==> src/rtl/text_pkg.sv <==
// ---------------------------------------------------------------------------
// text_pkg
// Shared constants and record types for the text-mode glyph fetcher.
// The screen is 800x600 pixels, split into 50 columns x 30 rows of
// 16x20 pixel character cells. Line and frame totals match the 40 MHz
// VGA timing generator that drives the fetcher.
// ---------------------------------------------------------------------------
package text_pkg;

    localparam int COLS        = 50;
    localparam int ROWS        = 30;
    localparam int FONT_H      = 20;
    localparam int H_TOTAL     = 1058;
    localparam int V_TOTAL     = 628;
    localparam int PREFETCH_HL = H_TOTAL - 3;

    // One character-buffer entry: inverse-video flag above a 7-bit glyph code.
    typedef struct packed {
        logic       inv;
        logic [6:0] glyph;
    } vram_word_t;

    // One slot of the fetch pipeline.
    typedef struct packed {
        logic       valid;
        logic       blank;
        logic       inv;
        logic [4:0] line;
    } fetch_stage_t;

endpackage

==> src/rtl/text_row_fetcher.sv <==
// ---------------------------------------------------------------------------
// text_row_fetcher
// Text-mode glyph fetcher feeding the 16-bit pixel_row word of the VGA
// serialiser. Each request from the serialiser (newData) or the per-line
// first-cell prefetch starts a 3-clock pipeline:
//   VRAM read -> font ROM read -> pixel_row load.
// The new word is valid exactly at the start of the next 16-pixel cell.
//
// Ports
//   CLK_VGA          in   pixel clock
//   reset            in   synchronous, active-high reset
//   newData          in   next cell word needed 3 clocks later
//   end_of_line      in   last clock of each line
//   end_of_frame     in   last clock of the frame (with end_of_line)
//   horizontal_line  in   serialiser column counter
//   vertical_line    in   serialiser line counter
//   vram_addr        out  character-buffer address, row*COLS+col
//   vram_rdata       in   {inverse, glyph[6:0]}, one clock after address
//   font_addr        out  {glyph, glyph_line}
//   font_rdata       in   glyph slice, MSB is the leftmost pixel
//   pixel_row        out  word presented to the serialiser
// ---------------------------------------------------------------------------
module text_row_fetcher
    import text_pkg::*;
(
    input  logic        CLK_VGA,
    input  logic        reset,
    input  logic        newData,
    input  logic        end_of_line,
    input  logic        end_of_frame,
    input  logic [10:0] horizontal_line,
    input  logic [9:0]  vertical_line,
    output logic [10:0] vram_addr,
    input  logic [7:0]  vram_rdata,
    output logic [11:0] font_addr,
    input  logic [15:0] font_rdata,
    output logic [15:0] pixel_row
);

    // Line/frame position of the line currently on screen.
    logic [4:0]   disp_line;
    logic [4:0]   disp_row;
    logic [10:0]  disp_base;

    // Position of the next cell to be fetched.
    logic [5:0]   fetch_col;
    logic [10:0]  fetch_addr;
    logic [4:0]   fetch_line;
    logic [4:0]   fetch_row;

    // Where the display counters land at the coming end_of_line.
    logic [4:0]   next_line;
    logic [4:0]   next_row;
    logic [10:0]  next_base;

    logic         trigger;
    logic         load_next;
    logic         cell_blank;
    vram_word_t   vword;
    fetch_stage_t s1;
    fetch_stage_t s2;

    // s1.inv and s2.line keep both stages the same record shape but are
    // not consumed downstream.
    logic         unused_stage_bits;

    assign unused_stage_bits = ^{s1.inv, s2.line};

    assign trigger    = newData || (horizontal_line == 11'(PREFETCH_HL));
    assign load_next  = (horizontal_line == 11'(PREFETCH_HL - 1));
    assign cell_blank = (fetch_col >= 6'(COLS)) || (fetch_row >= 5'(ROWS));

    assign vword      = vram_word_t'(vram_rdata);
    assign vram_addr  = fetch_addr;
    assign font_addr  = {vword.glyph, s1.line};

    // Next-line position: each text row is FONT_H scan lines tall, so the
    // row base steps by COLS instead of being multiplied out.
    always_comb begin
        next_line = disp_line + 5'd1;
        next_row  = disp_row;
        next_base = disp_base;
        if (disp_line == 5'(FONT_H - 1)) begin
            next_line = '0;
            next_row  = disp_row + 5'd1;
            next_base = disp_base + 11'(COLS);
        end
    end

    // Display counters follow the serialiser's line strobes.
    always_ff @(posedge CLK_VGA) begin
        if (reset) begin
            disp_line <= '0;
            disp_row  <= '0;
            disp_base <= '0;
        end else if (end_of_line) begin
            if (end_of_frame) begin
                disp_line <= '0;
                disp_row  <= '0;
                disp_base <= '0;
            end else begin
                disp_line <= next_line;
                disp_row  <= next_row;
                disp_base <= next_base;
            end
        end
    end

    // Fetch pointers are loaded one clock before the first-cell prefetch so
    // that it already addresses the coming line; the last frame line loads
    // the top of the screen. Every trigger then steps to the next cell.
    always_ff @(posedge CLK_VGA) begin
        if (reset) begin
            fetch_col  <= '0;
            fetch_addr <= '0;
            fetch_line <= '0;
            fetch_row  <= '0;
        end else if (load_next) begin
            fetch_col <= '0;
            if (vertical_line == 10'(V_TOTAL - 1)) begin
                fetch_addr <= '0;
                fetch_line <= '0;
                fetch_row  <= '0;
            end else begin
                fetch_addr <= next_base;
                fetch_line <= next_line;
                fetch_row  <= next_row;
            end
        end else if (trigger) begin
            fetch_col  <= fetch_col + 6'd1;
            fetch_addr <= fetch_addr + 11'd1;
        end
    end

    // Three-stage fetch pipeline. Blank cells still read VRAM and the font
    // ROM; their data is simply replaced by zero at the load stage.
    always_ff @(posedge CLK_VGA) begin
        if (reset) begin
            s1        <= '0;
            s2        <= '0;
            pixel_row <= '0;
        end else begin
            s1.valid <= trigger;
            s1.blank <= cell_blank;
            s1.inv   <= 1'b0;
            s1.line  <= fetch_line;

            s2.valid <= s1.valid;
            s2.blank <= s1.blank;
            s2.inv   <= vword.inv;
            s2.line  <= s1.line;

            if (s2.valid) begin
                pixel_row <= s2.blank ? 16'h0000 : (font_rdata ^ {16{s2.inv}});
            end
        end
    end

endmodule

==> config.mk <==
export PLATFORM = sky130hd
export DESIGN_NAME = text_row_fetcher
export DESIGN_NICKNAME = d
export VERILOG_FILES = /design/src/rtl/text_pkg.sv /design/src/rtl/text_row_fetcher.sv
export SDC_FILE = /design/constraint.sdc
export NUM_CORES = 1
export LEC_CHECK = 0
export ABC_AREA = 1
export CORE_ASPECT_RATIO = 1.75
export CORE_MARGIN = 5
export CORE_UTILIZATION = 50
export CTS_BUF_LIST = sky130_fd_sc_hd__clkbuf_16
export DETAILED_ROUTE_END_ITERATION = 10
export GPL_ROUTABILITY_DRIVEN = 0
export GPL_TIMING_DRIVEN = 0
export PLACE_DENSITY = 0.85
export SYNTH_ARGS = -nofsm -noshare
export SYNTH_HDL_FRONTEND = slang
export SYNTH_SLANG_ARGS = --single-unit
==> constraint.sdc <==
create_clock -name CLK_VGA -period 1.71 [get_ports CLK_VGA]
set_clock_uncertainty 0.15 [all_clocks]
set_input_delay 0.342 -clock CLK_VGA [delete_from_list [all_inputs] [get_ports CLK_VGA]]
set_output_delay 0.342 -clock CLK_VGA [all_outputs]
set_load 0.05 [all_outputs]
[After elaboration in Yosys (flattened, before gate mapping)]
Index checks and enable logic that the tools add are counted.
Operators by class
  add/sub/neg operators: 5
  magnitude comparators: 2
  equality and inequality tests: 4
  muxes and demuxes: 12
  bitwise gates (word level): 1
  reductions and logical operators: 4
Operators with widths (number)
  two-way mux 11 bit: 5
  two-way mux 5 bit: 6
  equality test 11 bit, second input constant: 2
  two-way mux 16 bit: 1
  bitwise XOR 16 bit: 1
  adder 11 x 1 -> 11 bit, second input constant: 1
  adder 11 x 6 -> 11 bit, second input constant: 1
  adder 5 x 1 -> 5 bit, second input constant: 2
  equality test 10 bit, second input constant: 1
  adder 6 x 1 -> 6 bit, second input constant: 1
  greater-or-equal comparator 6 bit, second input constant: 1
  equality test 5 bit, second input constant: 1
  greater-or-equal comparator 5 bit, second input constant: 1
  logical OR 1 bit: 2
  nonzero test 2 bit: 1
  OR reduction 2 bit: 1
Storage, ports and cells
  flip-flop bits (word level): 74
  output and inout bits: 39

[Logic depth before layout (Yosys ltp)]
  depth in word-level cells: 4
  gate-level depth with buffers: 11
  gate-level depth less buffers: 11

[Worst setup path before layout]
No wires, ideal clock.
  kind: register to register
  from: reg fetch_addr[0], in the netlist vram_addr[0]
  to: reg fetch_addr[6], in the netlist vram_addr[6]
  setup time: 0.120 ns
  arrival time: 1.575 ns
  required time: 1.440 ns
  path slack: -0.135 ns
  stages on the path, launching flop included: 9
  cells stage by stage: dfxtp_1 > ha_1 > nand2_1 > nor2_1 > nand4_1 > nand3_1 > nand2_1 > inv_1 > a21oi_1
Between the ends
  cells in the longest elaborated chain, start to end: 3
RTL lines
  start: declaration: RTL line text_row_fetcher.sv:47  | logic [10:0] fetch_addr;
  start signal: assignment: RTL line text_row_fetcher.sv:125  | fetch_addr <= next_base;
  start signal: assignment: RTL line text_row_fetcher.sv:131  | fetch_addr <= fetch_addr + 11'd1;
  adder 11 x 1 -> 11 bit: RTL line text_row_fetcher.sv:131
  two-way mux 11 bit: RTL line text_row_fetcher.sv:129  | end else if (trigger) begin
  two-way mux 11 bit: RTL line text_row_fetcher.sv:118  | end else if (load_next) begin
Every way passes these cells. The select of a mux whose other input is x is not followed.
A chain may end at the register's enable or synchronous reset.

[Worst setup path after layout]
  from: in vram_rdata[4]
  to: out font_addr[9]
RTL lines
  start: declaration: RTL line text_row_fetcher.sv:34  | input logic [7:0] vram_rdata,
  end: declaration: RTL line text_row_fetcher.sv:35  | output logic [11:0] font_addr,
No word-level cell between the ends.

==> flow_metrics.py <==
metrics = {
    "logic_synthesis": {
        "syn_nets": 591,
        "synth_xor_area_share_pct": 3.212,
        "synth-edff-count": 0,
        "synth_mux_area_share_pct": 0,
        "synth_top_family_by_area": "simple AND/OR/NAND/NOR gates",
        "synth-seq-cells": 72,
        "synthSimpleGateAreaFrac_pct": 34.46,
        "syn_avg_cell_area_um2": 6.990,
        "ys_types": 34,
        "ys_seq_area_share_pct": 38.54,
        "synth_compound_area_share_pct": 11.41,
        "async_reset_ff_share_pct": 0,
        "synth-warning-count": 0,
        "synth_fa_ha_area_share_pct": 2.007,
        "netlist.area_leader.share_pct": 38.54,
        "yosys-top-cells-area": "dfxtp_1, nand2_1, nand3_1",
        "synth_top_area_cell": "dfxtp_1",
        "postSynthCellCount": 535,
        "yosys_most_used_dff": "dfxtp_1",
        "syn_area_mm2": 0.003740,
    },
    "floorplan": {
        "rows": 41,
        "die-area_mm2": 0.009377,
        "io_pins": 89,
        "initial_utilization_pct": 51.70,
        "core_area_mm2": 0.007233,
        "die_w_um": 75.38,
        "die_h_um": 124.4,
    },
    "placement": {
        "post_dp_cell_area_mm2": 0.004661,
        "io_buffers": 81,
        "hpwl_um": 7273,
        "dp.cells": 702,
        "dp_slack_ns": -0.5130,
    },
    "worst_setup_path": {
        "worst-path-buf-inv": 2,
        "path_class": "in2out",
        "slowest_delay_ns": 0.79,
        "path_delay_family": "buffers and inverters",
        "r2r_cells": 8,
        "cp_slowest_cell": "clkdlybuf4s50_1",
        "cp.arrival_ns": 1.21,
        "cp.required_ns": 1.22,
        "r2r-start": "disp_line[2]",
        "worstSetupEndpointType": "output port",
        "r2r-end": "disp_line[4]",
        "path_cells": "buf_4 > clkdlybuf4s50_1",
        "cp_max_fo": 1,
        "startpoint_type": "primary input",
        "rrSetupSlack_ns": 0.02,
    },
    "cells_and_area": {
        "final_core_util_pct": 69.97,
        "layout_common_cells": "nand2_1, dfxtp_1, nand3_1",
        "stdcell_area_mm2": 0.005061,
        "final_common_cell": "nand2_1",
        "fillers": 587,
        "stdcell_count": 722,
        "num-nets-final": 687,
        "areaGrowthSynthToFinish_pct": 35.33,
        "drive_gt1_share_pct": 17.92,
        "antenna_cells": 0,
    },
    "route": {
        "drt.antenna.violating_nets": 0,
        "drt_wl_total_um": 10030,
        "drc": 0,
        "viasPerCell": 5.306,
        "wl_per_cell_um": 13.89,
        "drt_first_pass_iters": 5,
        "vias": 3831,
        "first_iter_violations": 224,
    },
    "worst_hold_path": {
        "worstHoldEndpoint": "s2[7]",
        "hold_path_startpoint": "s1[7]",
        "min_path_type": "reg2reg",
        "hold_depth": 2,
    },
    "job": {
        "cap_viol_max_count": 0,
    },
    "timing": {
        "timing.final.crit_share_pct": 99.29,
        "slew_viol_final": 0,
        "worstMarginPinSlew_ns": 0.5062,
        "fin_ws_ns": 0.01217,
        "rsz0062_at_grt": "true",
        "fmax_mhz": 589.0,
        "max-slew-margin-rel_pct": 66.20,
        "period_minus_slack_ns": 1.698,
        "hold_viol_final": 0,
        "hold_slack_ns": 0.2543,
        "setup_viol_count_final": 0,
    },
    "clocking": {
        "htree_num_levels": 3,
        "clockBufferDepth": 2,
        "cts_root_buf": "clkbuf_16",
        "clock_latency_ns": 0.34,
        "cts_buffers": 9,
        "cts_tree": "built",
        "cts.clk_slew.worst_paths_ns": 0.06,
        "clkSinkCount": 72,
    },
    "power": {
        "ir_worst_vdd_uv": 505.5,
        "power_density_mw_per_mm2": 847.6,
        "p_leak_uw": 0.002081,
    },
    "global_routing": {
        "grt_antenna_before_repair": 0,
        "grtUsageTotal_pct": 20.71,
        "grt_pass1_wl_um": 15420,
        "grt_max_degree": 14,
        "overflow": 0,
        "first_global_vias": 3630,
    },
    "outcome": {
        "outcome": "finished, final reports clean",
    },
}
-- worst max path at each step --
stage / slack (ns) / end / startpoint / depth (start not counted)
4_1_cts: 0.001 / pixel_row[11] / pixel_row[11] / 1
3_3_place_gp: -0.47 / pixel_row[13] / reset / 4
2_1_floorplan: 0.02 / vram_addr[7] / vram_addr[2] / 7
6_report: 0.01 / font_addr[9] / vram_rdata[4] / 2
3_5_place_dp: -0.51 / disp_line[4] / reset / 4
5_1_grt: -0.05 / disp_line[4] / disp_line[0] / 8
-- flip-flops by register name (all words and copies together), names as in the netlist --
name	flops
disp_base	10
disp_line	5
disp_row	5
fetch_col	6
fetch_line	5
fetch_row	4
font_addr	5
pixel_row	16
s1	2
s2	3
vram_addr	11
-- logic make-up (layout without fill, tap and decap cells) --
| logic type | Yosys count | count (layout) |
|---|---|---|
| buffers and inverters | 82 | 183 |
| AO/OA/AOI/OAI | 82 | 82 |
| flip-flops | 72 | 72 |
| adder cells (fa/ha/maj) | 6 | 6 |
| XOR/XNOR | 12 | 12 |
| AND/OR/NAND/NOR | 281 | 281 |
-- tightest hold or removal path, delay by kind of cell (launching register included) --
kind,cells,cell delay (ns)
and+or+nand+nor,1,0.03
DFF,1,0.29
buffers and inverters,1,0.04
-- per-layer routing --
layer | wire length, um | vias to the layer above | track usage, %
met2 | 5456 | 148 | 37.60
met4 | 359 | 0 | 9.372
li1 | - | 1902 | -
met5 | 0 | - | 0
met1 | 3624 | 1746 | 20.94
met3 | 585 | 35 | 5.170
-- cell type report --
| cell class | instances | area [um^2] | share of cell area, % |
|---|---|---|---|
| multi-input combinational | 381 | 1969 | 38.91 |
| sequential | 72 | 1453 | 28.70 |
| timing repair buffer | 85 | 813.3 | 16.07 |
| clock buffer | 9 | 225.2 | 4.450 |
| buffer | 32 | 209.0 | 4.129 |
| inverter | 50 | 187.7 | 3.708 |
| tap | 86 | 107.6 | 2.126 |
| clock inverter | 7 | 96.34 | 1.904 |
-- power by group --
part / switching, uW / internal [uW]
sequential: 35.0 / 1710
combinational: 314 / 221
clock: 730 / 1280
-- per-stage QoR --
stage | TNS (ns) | total power [uW]
2_1_floorplan | 0 | 2101
3_3_place_gp | -18.62 | 2316
3_5_place_dp | -20.55 | 2327
4_1_cts | 0 | 4300
5_1_grt | -0.1593 | 4433
6_report | 0 | 4290
-- Yosys cell counts (4+ instances only) --
cell      count
clkbuf_1     11
xor2_1        6
nor2_1       33
xnor2_1       4
buf_4        14
dfxtp_1      72
o21ai_0      16
a21oi_1      53
nor2_4        5
nand2_1     144
nand3_1      57
o21ai_1       5
nand2_2       7
inv_1        46
ha_1          6
nor2_2        5
or2_2        17
nand4_1       6
-- what timing repair did --
item                       CTS  global route
setup endpoints to repair   64            55
buffers inserted             0             4
gates resized for setup     71            46
hold buffers                 0             0
pin swaps                    1             5
(Power assumes the default switching activity.)
